==> src/rtl/multi_digit_counter.sv <==
// Parametrised multi-digit up/down modulus counter with parallel load,
// wrap/saturate terminal handling, combinational terminal count and rollover pulse.
module multi_digit_counter #(
  parameter int unsigned DIGITS      = 4,
  parameter int unsigned FINAL_VALUE = 9,
  parameter int unsigned WIDTH       = $clog2(FINAL_VALUE + 1),
  parameter int unsigned SATURATE    = 0
) (
  input  logic                      clk,
  input  logic                      reset_n,
  input  logic                      enable,
  input  logic                      up,
  input  logic                      load,
  input  logic [DIGITS*WIDTH-1:0]   load_value,
  output logic [DIGITS*WIDTH-1:0]   count,
  output logic                      tc,
  output logic                      rollover
);

  localparam logic [WIDTH-1:0] FV = WIDTH'(FINAL_VALUE);

  logic [WIDTH-1:0] dig_q [DIGITS];
  logic [WIDTH-1:0] dig_d [DIGITS];
  logic             rollover_q;
  logic             rollover_d;
  logic             all_max;
  logic             all_zero;
  logic             at_term;
  logic             chain;
  logic [WIDTH-1:0] field;

  always_comb begin
    all_max  = 1'b1;
    all_zero = 1'b1;
    for (int unsigned i = 0; i < DIGITS; i++) begin
      all_max  = all_max  & (dig_q[i] == FV);
      all_zero = all_zero & (dig_q[i] == '0);
    end
    at_term = up ? all_max : all_zero;
  end

  // Carry/borrow ripples through 'chain': digit i steps only if every lower
  // digit sits at the direction's boundary value.
  always_comb begin
    dig_d      = dig_q;
    rollover_d = 1'b0;
    chain      = 1'b1;
    field      = '0;
    if (load) begin
      for (int unsigned i = 0; i < DIGITS; i++) begin
        field    = load_value[i*WIDTH +: WIDTH];
        dig_d[i] = (field > FV) ? FV : field;
      end
    end else if (enable) begin
      rollover_d = at_term;
      if (!(at_term && (SATURATE != 0))) begin
        for (int unsigned i = 0; i < DIGITS; i++) begin
          if (chain) begin
            if (up) dig_d[i] = (dig_q[i] == FV) ? '0 : dig_q[i] + WIDTH'(1);
            else    dig_d[i] = (dig_q[i] == '0) ? FV : dig_q[i] - WIDTH'(1);
          end
          chain = chain & (up ? (dig_q[i] == FV) : (dig_q[i] == '0));
        end
      end
    end
  end

  always_ff @(posedge clk) begin
    if (!reset_n) begin
      for (int unsigned i = 0; i < DIGITS; i++) dig_q[i] <= '0;
      rollover_q <= 1'b0;
    end else begin
      dig_q      <= dig_d;
      rollover_q <= rollover_d;
    end
  end

  always_comb begin
    count = '0;
    for (int unsigned i = 0; i < DIGITS; i++) count[i*WIDTH +: WIDTH] = dig_q[i];
  end

  assign tc       = enable && at_term;
  assign rollover = rollover_q;

endmodule

==> config.mk <==
export PLATFORM = sky130hd
export DESIGN_NAME = multi_digit_counter
export DESIGN_NICKNAME = d
export VERILOG_FILES = /design/src/rtl/multi_digit_counter.sv
export SDC_FILE = /design/constraint.sdc
export NUM_CORES = 1
export LEC_CHECK = 0
export BUFFER_PORTS_ARGS = -buffer_cell sky130_fd_sc_hd__buf_4
export CORE_MARGIN = 2
export CORE_UTILIZATION = 58
export CTS_BUF_LIST = sky130_fd_sc_hd__clkbuf_2
export CTS_CLUSTER_SIZE = 12
export DETAILED_ROUTE_END_ITERATION = 16
export PLACE_DENSITY = 0.93
export SYNTH_ARGS = -nofsm -noshare
export SYNTH_HDL_FRONTEND = slang
export SYNTH_SLANG_ARGS = --single-unit
export TNS_END_PERCENT = 20
==> constraint.sdc <==
create_clock -name clk -period 3.2 [get_ports clk]
set_input_delay 0 -clock clk [delete_from_list [all_inputs] [get_ports clk]]
set_output_delay 0 -clock clk [all_outputs]
set_load 0.01 [all_outputs]
==> results.json, run 1 <==
{
  "p_seq_frac": 0.469,
  "syn_nets": 217,
  "synthArstFlopShare": 0,
  "cts_tree": "built",
  "row_count": 18,
  "critPathCaptureType": "register",
  "final-max-slew-violation-count": 0,
  "synth.top_cell.area_share": 0.236,
  "syn_avg_cell_area_um2": 7.37,
  "drt_pass1_iterations": 4,
  "p_comb_frac": 0.338,
  "syn_to_final_growth_pct": 27.8,
  "place.detailed.hpwl_um": 2520,
  "grt-ovfl-total": 0,
  "p_int_mw": 0.358,
  "placed_cell_area_um2": 1700,
  "postCtsSetupRepairBufs": 0,
  "via_per_inst": 6.27,
  "finalSetupViolCount": 0,
  "synth_seq_cells": 17,
  "min_path_type": "in2reg",
  "multi_input_area_um2": 991,
  "die_area_um2": 2900,
  "diodes": 0,
  "synth.area.top_cells": "dfxtp_1, o21ai_0, xnor2_1",
  "cts_made_buffers": 3,
  "synth_ff_type": "dfxtp_1",
  "drt-total-wl_um": 3850,
  "gp_congestion": 0.888,
  "synth-edff-count": 0,
  "rsz0062_at_grt": "no",
  "layout.nets": 255,
  "critPathKind": "reg2reg",
  "yosysTopAreaCell": "dfxtp_1",
  "netlist_instances": 196,
  "drcViolationCount": 0,
  "drv_cap": 0,
  "drt_iter0_markers": 52,
  "antenna_found_initial": 0,
  "ios": 39,
  "detail-route-antenna-nets": 0,
  "grt_pass1_wl_um": 6120,
  "synth_area_um2": 1440,
  "cellPowerDensity_nw_per_um2": 302,
  "htree_levels": 1,
  "p_sw_mw": 0.199,
  "fill_cells": 177,
  "wire_per_inst_um": 14.6,
  "p_leak_nw": 0.741,
  "grt_max_degree": 29,
  "min_period_ns": 2.32,
  "ys_seq_area_frac": 0.236,
  "critPathArrivalTime_ns": 2.55,
  "finalClockSkew_ns": 0.00730,
  "via_count": 1648,
  "vdd_drop_max_mv": 0.380,
  "synthDistinctLibCells": 57,
  "io_buffers": 38,
  "clock_latency_ns": 0.32,
  "final_area_um2": 1850,
  "final_common_cell": "buf_4",
  "status": "finished clean",
  "slowest_delay_ns": 0.56,
  "seqCellArea_um2": 340,
  "max_freq_mhz": 432,
  "root_buffer": "clkbuf_2",
  "fin_crit_sh": 0.724,
  "die_x_um": 53.9,
  "cts_sinks": 17,
  "start_kind": "register",
  "tightest_slew_ns": 0.684,
  "layout_common_cells": "buf_4, o21ai_0, dfxtp_1",
  "cpLargestDelayFamily": "buffers and inverters",
  "drive_gt1_frac": 0.215,
  "final_hold_viol_count": 0,
  "p_total_mw": 0.558,
  "gr-usage-all-layers": 0.286,
  "path_clk_slew_ns": 0.18,
  "crit_required_ns": 3.43,
  "slew-limit-headroom": 0.543,
  "fp.dieH_um": 53.9,
  "core_area_um2": 2410,
  "grt_pass1_vias": 1422,
  "ys.warnings.count": 0,
  "fin_tns_setup_ns": 0,
  "cts_buffer_depth": 2,
  "critPathMaxFanout": 15,
  "crit_buf_inv": 1,
  "crit_slowest_cell": "dlygate4sd3_1",
  "crit_chain": "or3_1, a21oi_2, xnor2_1, nand2_1, o311a_1, dlygate4sd3_1",
  "initial_core_util": 0.599,
  "swShare": 0.357,
  "p_clk_frac": 0.193
}
cell families after synthesis:
group	after synthesis	synth area share
AOI/OAI and AO/OA	66	0.329
xor gates and xnor gates	9	0.0546
buffers and inverters	29	0.0780
DFF	17	0.236
muxes	5	0.0355
and+or+nand+nor	70	0.267
power groups by stage:
stage / clock (mW) / sequential (mW) / combinational (mW)
4_1_cts: 0.109 / 0.260 / 0.186
2_1_floorplan: 0 / 0.250 / 0.124
5_1_grt: 0.118 / 0.264 / 0.208
3_5_place_dp: 0 / 0.264 / 0.172
3_3_place_gp: 0 / 0.263 / 0.169
6_report: 0.108 / 0.261 / 0.189
worst reg2reg max path, delay by kind of cell, from the launching register on:
family,cells,cell delay (ns)
compound gates,2,0.48
simple gates,2,0.53
buf+inv,1,0.56
xor+xnor,1,0.16
flops,1,0.50
synthesized netlist by cell type (3+ instances only):
library cell  instances
a211oi_1              3
a21oi_1              10
buf_1                 3
clkbuf_1             14
dfxtp_1              17
inv_1                11
mux2i_1               4
nand2_1              16
nand3_1              11
nand3b_1              3
nor2_1               12
nor3_1                3
nor4_1                3
o21a_1                4
o21ai_0              17
o311a_1               3
o31ai_1               3
xnor2_1               7
state kept, by name, summed over array words and instances, names as in the netlist:
name      cells
count        16
rollover      1
stage by stage:
stage | setup slack, ns | cells | utilization | hold WS [ns]
global placement | 1.10 | 246 | 0.704 | 0.249
CTS | 0.919 | 263 | 0.766 | 0.00934
floorplan | 1.09 | 196 | - | 0.139
detailed placement | 1.04 | 246 | 0.704 | 0.249
global route | 0.743 | 263 | 0.766 | 0.00575
finish | 0.884 | 263 | 0.766 | 0.00835
worst paths after layout:
kind,from,to,slack (ns),cells past startpoint
hold reg to reg,count[14]$_SDFFE_PN0P_,count[14]$_SDFFE_PN0P_,0.64,2
setup reg to reg,count[0]$_SDFFE_PN0P_,count[4]$_SDFFE_PN0P_,0.88,6
hold / removal,load_value[15],count[14]$_SDFFE_PN0P_,0.008,3
setup / recovery,count[0]$_SDFFE_PN0P_,count[4]$_SDFFE_PN0P_,0.88,6
cell type report:
type | instances | area share
flip-flops and latches | 17 | 0.184
multi-input cells | 150 | 0.537
clock buffers | 4 | 0.0108
repair buffers | 51 | 0.225
well taps | 30 | 0.0203
inverters | 11 | 0.0224
routing by layer:
layer | global-route usage | wire length (um) | vias up
met1 | 0.361 | 1700 | 761
met4 | 0.103 | 60 | 0
met3 | 0.0750 | 223 | 10
met5 | 0 | 0 | -
met2 | 0.467 | 1870 | 72
li1 | - | - | 805
what timing repair did:
action / in CTS / in global routing
endpoints found under the setup margin: 0 / 0
gates resized for setup: 0 / 0
hold buffers: 13 / 0
endpoints found under the hold margin: 11 / 0
(Power assumes the default switching activity.)
==> run 2: changes to the inputs <==
- CORE_UTILIZATION: 58 -> 54
- PLACE_DENSITY: 0.93 -> 0.88
- clock period: 3.2 -> 2.3 ns (I/O delays scaled with it)
==> run 2 against run 1 <==
Largest cell class unchanged. Combinational power grew 53%. Sequential cell count is the same. First-iteration DRC count grew to 2.7 times the previous value. Final area grew 2.5%. Critical path depth shrank 1. Worst hold slack gained 0.0095 ns. Largest power group unchanged. Sequential share of layout area shrank 0.45 points.
==> results.json, run 2 (synthesis results as in run 1) <==
{
  "drive_gt1_frac": 0.231,
  "r2r-start": "count[2]$_SDFFE_PN0P_",
  "via_per_inst": 6.36,
  "cts_tree": "built",
  "antenna_found_initial": 0,
  "p_comb_frac": 0.367,
  "max_freq_mhz": 454,
  "seqCellArea_um2": 340,
  "via_count": 1705,
  "min_period_ns": 2.20,
  "r2r_slack_ns": 0.1,
  "gp_congestion": 0.843,
  "grt_pass1_wl_um": 7130,
  "io_buffers": 38,
  "path_clk_slew_ns": 0.19,
  "crit_required_ns": 2.49,
  "diodes": 0,
  "finalClockSkew_ns": 0.0152,
  "critPathKind": "reg2reg",
  "status": "finished clean",
  "gr-usage-all-layers": 0.283,
  "cts_buffer_depth": 2,
  "swShare": 0.367,
  "fp.dieH_um": 55.7,
  "final_hold_viol_count": 0,
  "start_kind": "register",
  "syn_to_final_growth_pct": 31.0,
  "final_common_cell": "buf_4",
  "slew-limit-headroom": 0.514,
  "grt_pass1_vias": 1654,
  "setup.worst_path.end": "count[15]$_SDFFE_PN0P_",
  "place_inst": 250,
  "drv_cap": 0,
  "grt-ovfl-total": 0,
  "vdd_drop_max_mv": 0.410,
  "p_sw_mw": 0.290,
  "wire_per_inst_um": 16.3,
  "row_count": 18,
  "multi_input_area_um2": 997,
  "die_area_um2": 3100,
  "min_path_type": "in2reg",
  "place.detailed.hpwl_um": 2860,
  "reg2reg_depth": 5,
  "drt_pass1_iterations": 5,
  "cts_made_buffers": 3,
  "layout.nets": 260,
  "postCtsSetupRepairBufs": 0,
  "critPathCaptureType": "register",
  "crit_path_start": "count[2]$_SDFFE_PN0P_",
  "rr_endpoint": "count[15]$_SDFFE_PN0P_",
  "detail-route-antenna-nets": 0,
  "htree_levels": 1,
  "tightest_slew_ns": 0.728,
  "cts_sinks": 17,
  "p_int_mw": 0.500,
  "final-max-slew-violation-count": 0,
  "p_clk_frac": 0.185,
  "ios": 39,
  "largest_register_ffs": 16,
  "die_x_um": 55.7,
  "critPathMaxFanout": 8,
  "fill_cells": 186,
  "drt-total-wl_um": 4360,
  "core_area_um2": 2500,
  "finalSetupViolCount": 0,
  "layout_common_cells": "buf_4, o21ai_0, dfxtp_1",
  "clock_latency_ns": 0.32,
  "root_buffer": "clkbuf_2",
  "drt_iter0_markers": 138,
  "rsz0062_at_grt": "no",
  "initial_core_util": 0.578,
  "fin_tns_setup_ns": 0,
  "critPathArrivalTime_ns": 2.39,
  "grt_max_degree": 29,
  "fin_cells": 268,
  "cellPowerDensity_nw_per_um2": 417,
  "fin_crit_sh": 0.958,
  "p_leak_nw": 0.761,
  "drcViolationCount": 0,
  "p_seq_frac": 0.448
}
## run 2: cell count changes in the layout (fill, tap and decap cells not counted), sizes merged
| cell | previous run | this run |
|---|---|---|
| buf | 38 | 42 |
| clkbuf | 4 | 3 |
| clkinv | 0 | 1 |
| dlygate4sd3 | 13 | 14 |
## run 2: repair_timing
item / CTS / global route
hold endpoints to repair: 10 / 0
resized for setup: 0 / 1
setup endpoints to repair: 0 / 1
hold buffers: 14 / 0
## run 2: worst max-delay path, stage by stage, from the launching register on
cell      delay, ns
dfxtp_1        0.44
or3b_4         0.42
or4b_4         0.52
a211oi_4       0.31
mux2i_1        0.28
a211oi_2       0.09
## run 2: per-stage QoR
stage | power, mW | setup slack, ns | hold WS, ns | util | cell area [um2]
after floorplan | 0.521 | 0.188 | 0.139 | - | 1440
after global placement | 0.607 | 0.251 | 0.253 | 0.690 | 1730
after detailed placement | 0.621 | 0.190 | 0.255 | 0.690 | 1730
after CTS | 0.783 | 0.0764 | 0.00293 | 0.754 | 1890
after global routing | 0.829 | 0.0299 | 0.0157 | 0.757 | 1890
final | 0.790 | 0.0977 | 0.0178 | 0.757 | 1890
## run 2: worst min path at each step
stage,start,end,slack [ns],depth (start not counted)
final,load,count[11]$_SDFFE_PN0P_,0.02,3
after global routing,load,count[11]$_SDFFE_PN0P_,0.02,3
after CTS,load,count[11]$_SDFFE_PN0P_,0.003,3
after detailed placement,load_value[4],count[4]$_SDFFE_PN0P_,0.26,2
after global placement,load_value[4],count[4]$_SDFFE_PN0P_,0.25,2
after floorplan,load_value[7],count[7]$_SDFFE_PN0P_,0.14,2
## run 2: power by group through the flow
stage          clock network (mW)  logic [mW]  registers [mW]
3_5_place_dp                    0       0.263           0.358
2_1_floorplan                   0       0.173           0.348
4_1_cts                     0.148       0.283           0.352
6_report                    0.146       0.290           0.354
3_3_place_gp                    0       0.252           0.354
5_1_grt                     0.155       0.316           0.358
## run 2: area by class of cell
type | instances | share of cell area
clock buffers | 3 | 0.00794
clock inverters | 1 | 0.00265
inverters | 11 | 0.0218
multi-input cells | 150 | 0.527
flip-flops and latches | 17 | 0.180
well taps | 30 | 0.0198
repair buffers | 56 | 0.241
## run 2: layer usage
layer / wire length (um) / share of wire / vias to the layer above / global-route usage
met2: 2210 / 0.51 / 80 / 0.507
met5: 0 / 0 / - / 0
li1: - / - / 811 / -
met4: 66 / 0.015 / 0 / 0.146
met3: 246 / 0.056 / 7 / 0.0279
met1: 1840 / 0.42 / 807 / 0.330
